[src/rtl/enter_input_conditioner.sv]
// Button/switch front end: 2-flop synchronizers, press/release debounce FSM,
// single-cycle enter strobe and a valid/ready holding register with overrun.
module enter_input_conditioner #(
  parameter int DATA_WIDTH      = 8,
  parameter int DEBOUNCE_CYCLES = 250000
) (
  input  logic                  clk,
  input  logic                  nreset,
  input  logic                  nenter,
  input  logic [DATA_WIDTH-1:0] inputdata,
  input  logic                  data_ready,
  input  logic                  clr_overrun,
  output logic                  enter_pulse,
  output logic [DATA_WIDTH-1:0] data_out,
  output logic                  data_valid,
  output logic                  overrun,
  output logic                  busy
);

  localparam int CW = $clog2(DEBOUNCE_CYCLES + 1);
  localparam logic [CW-1:0] CNT_MAX = CW'(DEBOUNCE_CYCLES);

  typedef enum logic [1:0] {IDLE, PRESS_WAIT, HELD, RELEASE_WAIT} state_t;

  state_t                state, state_nxt;
  logic [CW-1:0]         cnt, cnt_nxt;
  logic                  accept;
  logic                  capture;
  logic                  nenter_m, nenter_s;
  logic [DATA_WIDTH-1:0] data_m, data_s;

  // Button idles high so its synchronizer resets to the released level.
  always_ff @(posedge clk or negedge nreset) begin
    if (!nreset) begin
      nenter_m <= 1'b1;
      nenter_s <= 1'b1;
      data_m   <= '0;
      data_s   <= '0;
    end else begin
      nenter_m <= nenter;
      nenter_s <= nenter_m;
      data_m   <= inputdata;
      data_s   <= data_m;
    end
  end

  always_ff @(posedge clk or negedge nreset) begin
    if (!nreset) begin
      state <= IDLE;
      cnt   <= '0;
    end else begin
      state <= state_nxt;
      cnt   <= cnt_nxt;
    end
  end

  always_comb begin
    state_nxt = state;
    cnt_nxt   = cnt;
    accept    = 1'b0;
    case (state)
      IDLE: begin
        if (!nenter_s) begin
          state_nxt = PRESS_WAIT;
          cnt_nxt   = CW'(1);
        end
      end
      PRESS_WAIT: begin
        if (nenter_s) begin
          state_nxt = IDLE;
          cnt_nxt   = '0;
        end else if (cnt == CNT_MAX) begin
          state_nxt = HELD;
          cnt_nxt   = '0;
          accept    = 1'b1;
        end else begin
          cnt_nxt = cnt + CW'(1);
        end
      end
      HELD: begin
        if (nenter_s) begin
          state_nxt = RELEASE_WAIT;
          cnt_nxt   = CW'(1);
        end
      end
      RELEASE_WAIT: begin
        // A low sample here is release bounce: fall back to HELD, no new pulse.
        if (!nenter_s) begin
          state_nxt = HELD;
          cnt_nxt   = '0;
        end else if (cnt == CNT_MAX) begin
          state_nxt = IDLE;
          cnt_nxt   = '0;
        end else begin
          cnt_nxt = cnt + CW'(1);
        end
      end
      default: begin
        state_nxt = IDLE;
        cnt_nxt   = '0;
      end
    endcase
  end

  always_comb begin
    busy = (state != IDLE);
  end

  // A capture on the same edge as an ack replaces the old word instead of dropping it.
  assign capture = accept && (!data_valid || data_ready);

  always_ff @(posedge clk or negedge nreset) begin
    if (!nreset) begin
      enter_pulse <= 1'b0;
      data_out    <= '0;
      data_valid  <= 1'b0;
      overrun     <= 1'b0;
    end else begin
      enter_pulse <= accept;
      if (capture) begin
        data_out   <= data_s;
        data_valid <= 1'b1;
      end else if (data_valid && data_ready) begin
        data_valid <= 1'b0;
      end
      if (accept && data_valid && !data_ready)
        overrun <= 1'b1;
      else if (clr_overrun)
        overrun <= 1'b0;
    end
  end

endmodule
[config.mk]
export PLATFORM = sky130hd
export DESIGN_NAME = enter_input_conditioner
export DESIGN_NICKNAME = d
export VERILOG_FILES = /design/src/rtl/enter_input_conditioner.sv
export SDC_FILE = /design/constraint.sdc
export NUM_CORES = 1
export LEC_CHECK = 0
export BUFFER_PORTS_ARGS = -buffer_cell sky130_fd_sc_hd__buf_2
export CORE_MARGIN = 2
export CORE_UTILIZATION = 60
export CTS_CLUSTER_DIAMETER = 80
export DETAILED_ROUTE_END_ITERATION = 6
export PLACE_DENSITY = 0.82
export SYNTH_ARGS = -nofsm -noshare
export SYNTH_HDL_FRONTEND = slang
export SYNTH_SLANG_ARGS = --single-unit
export TNS_END_PERCENT = 20
[constraint.sdc]
create_clock -name clk -period 2.5 [get_ports clk]
set_input_delay 0.125 -clock clk [delete_from_list [all_inputs] [get_ports clk]]
set_output_delay 0.125 -clock clk [all_outputs]
set_load 0.01 [all_outputs]
==> impl_results.md <==
- Outcome: completed
- Area Overhead vs Synth: 13.9%
- TritonCTS Buffers: 5
- Avg Inst Size Synth: ~12 sq um
- Drt via density: roughly 5.8
- Vias in the first global route: 1444
- Fin area: between 0.002 and 0.0025 sq mm
- Final hold violation count: 0
- Crit Path Class: flop to flop
- Core area: 0.00336 sq mm
- Die width: between 60 and 70 um
- TritonRoute pass-1 iters: 6
- Layout Nets: between 200 and 250
- RSZ-0062 raised after global routing: no
- Setup violators final: 0
- Antenna violations before repair: 0
- DP HPWL: around 2600 um
- Worst hold path class: flop to flop
- Pin count of the biggest net entering global routing: 50
- WHS: between 0.3 and 0.4 ns
- ANT nets after route: 0
- Post-Syn Area: approximately 0.0021 sq mm
- Most instantiated cells after synthesis: 47 x dfrtp_1, 17 x nand2_1, 10 x o21ai_0
- Leakage: between 1 and 1.5 nW
- Pwr per Cell Area: roughly 540 mW/mm^2
- GR Util All Layers: 21.4%
- CP endpoint kind: flop
- Critical Path RT: about 2.8 ns
- Max-Cap Viols: 0
- FF+latch count, synth: a little under 50
- Sequential cell area: ~0.0012 sq mm
- RePlAce Congestion: ~0.87
- DP Area: 0.00222 sq mm
- Reg clk slew, reported paths: between 0.1 and 0.15 ns
- Total number of vias: between 1000 and 1500
- Die Ht: 63.4 um
- Drt drc: 0
- Asr flop ratio synth: 100%
- Die area: between 0.004 and 0.005 sq mm
- First-pass GRT wire length: roughly 6600 um
- Number of cells after detailed placement: 236
- CTS tree: built
- I/O pin cnt: 25
- Clk buf depth: 2
- Post-DR wirelength/cell: roughly 16 um
- Synth Instances: around 170
- Crit path DAT: about 2.2 ns
- Min cycle time layout: about 1.9 ns
- Initial Utilization: 63.0%
- Post-Syn Nets: around 190
- Final max-slew violation count: 0
- Worst Max-Slew Pin Slew: 1.04 ns
- Cell accounting for the most synthesized area: dfrtp_1
- Tot Pwr: between 1 and 1.5 mW
- Clk_lat worst skew: roughly 0.36 ns
- Initial DRC count: 96
- Fin crit share: 76.1%
- Number of port buffers: 24
- Sink Count: 49
- # diodes: 0
- Layout cells sized above 1: 24.8%
- Share of the synthesized area in the top cell type: a little under three fifths
- CTS root buf: clkbuf_4
- Fmax: ~0.53 GHz
- Seq/Total Area, Yosys: between 50% and 60%
- Max-slew headroom: between 30% and 40%
- Row cnt: 21
- H-tree Lvls: 2
- Crit-path slowest cell: dfstp_2
- Maximum fanout along the worst path: 13
- Worst clock skew: 0.0152 ns
- CP max stage delay: 0.67 ns
- Footprint of the multi-input gates: about 790 sq um
- Fillers: 259
- Finished Layout Cells: ~260
- Setup crit start kind: flop
- Most common cell in the netlist: dfrtp_1
- Synth area leaders: dfrtp_1 56%, mux2_2 4.3%, nand2_1 3.0%
- Worst IR Drop VDD: 0.409 mV
- Top_reg_cell synth: dfrtp_1
- Post-synth EDFFs: 0
- Warnings, synthesis: 0
- Grt ovf: 0
- Final wirelength: between 3000 and 4000 um
- Post-CTS Setup Repair Bufs: 0
- Resized cells post-CTS: 0
- Worst path cell trace: xnor2_4 -> nand2_1 -> or4_1 -> o211ai_1
- Netlist cell types: 47
- Setup TNS: 0 ns
state kept, by name, indices dropped and copies added (netlist names), 8 cells and up, named ones only:
name      cells
cnt          18
data_m        8
data_out      8
data_s        8
path summary, 6_finish.rpt:
check / slack (ns) / startpoint / end / cells after the start
max reg2reg: 0.60 / nenter_s / cnt[12] / 4
min reg2reg: 0.36 / data_m[5] / data_s[5] / 0
max: 0.60 / nenter_s / cnt[12] / 4
max in group asynchronous: 1.37 / nreset / data_m[1] / 2
min: 0.36 / data_m[5] / data_s[5] / 0
min in group asynchronous: 0.47 / nreset / cnt[10] / 2
cell type report:
cell class              count  area share, %
repair buffers             36           9.96
inverters                   8           1.24
flip-flops and latches     49           50.9
well taps                  46           2.39
clock inverters             1          0.207
clock buffers               7           2.70
multi-input cells         109           32.6
worst max-delay path, delay by kind of cell, from the launching register on:
kind             cells  cell delay (ns)
flip-flops           1             0.67
AND/OR/NAND/NOR      2             0.90
AO/OA/AOI/OAI        1             0.09
XOR/XNOR             1             0.18
cells by family (layout without fill, tap and decap cells):
group                      count (synthesis)  in the layout  synth area share [%]
and+or+nand+nor                           55             55                  15.0
muxes                                      9              9                  4.73
buffers and inverters                     15             52                  4.90
DFF                                       49             49                  58.0
AOI/OAI and AO/OA                         37             37                  12.8
xor gates and xnor gates                   6              6                  3.37
adders and majority gates                  2              2                  1.18
cell usage in the layout, fill, tap and decap left out, drive strengths merged, types with 2 or more instances in the layout:
cell,Yosys,final
clkbuf,2,7
ha,2,2
inv,8,8
buf,5,24
a21oi,4,4
nand4,3,3
or3,4,4
a22oi,4,4
dlygate4sd3,0,12
a31oi,2,2
o21ai,10,10
nor4,3,3
a21o,2,2
nor3,4,4
or4,3,3
xor2,4,4
dfrtp,47,47
o22ai,2,2
xnor2,2,2
mux2,8,8
nand2,17,17
nand3,7,7
and4,5,5
nor2,5,5
o211ai,5,5
dfstp,2,2
layer usage:
| layer | share of wire (%) | global-route usage (%) |
|---|---|---|
| met1 | 42 | 27.7 |
| met2 | 51 | 35.1 |
| met3 | 4.4 | 4.46 |
| met4 | 2.0 | 9.24 |
| met5 | 0 | 0 |
per-stage QoR:
step           setup WS, ns  utilization (%)
2_1_floorplan         0.905                -
5_1_grt               0.481             71.7
3_3_place_gp          0.680             66.1
4_1_cts               0.593             71.7
3_5_place_dp          0.622             66.1
6_report              0.596             71.7
repair_timing:
item                       4_1_cts  5_1_grt
setup endpoints to repair        0        0
hold endpoints to repair        58        0
hold buffers                    12        0
power by group:
group	total (mW)	internal, mW	switching [mW]
combinational	0.0825	0.0350	0.0475
clock	0.391	0.163	0.227
sequential	0.830	0.814	0.0155
total	1.30	1.01	0.290
(Power assumes the default switching activity.)
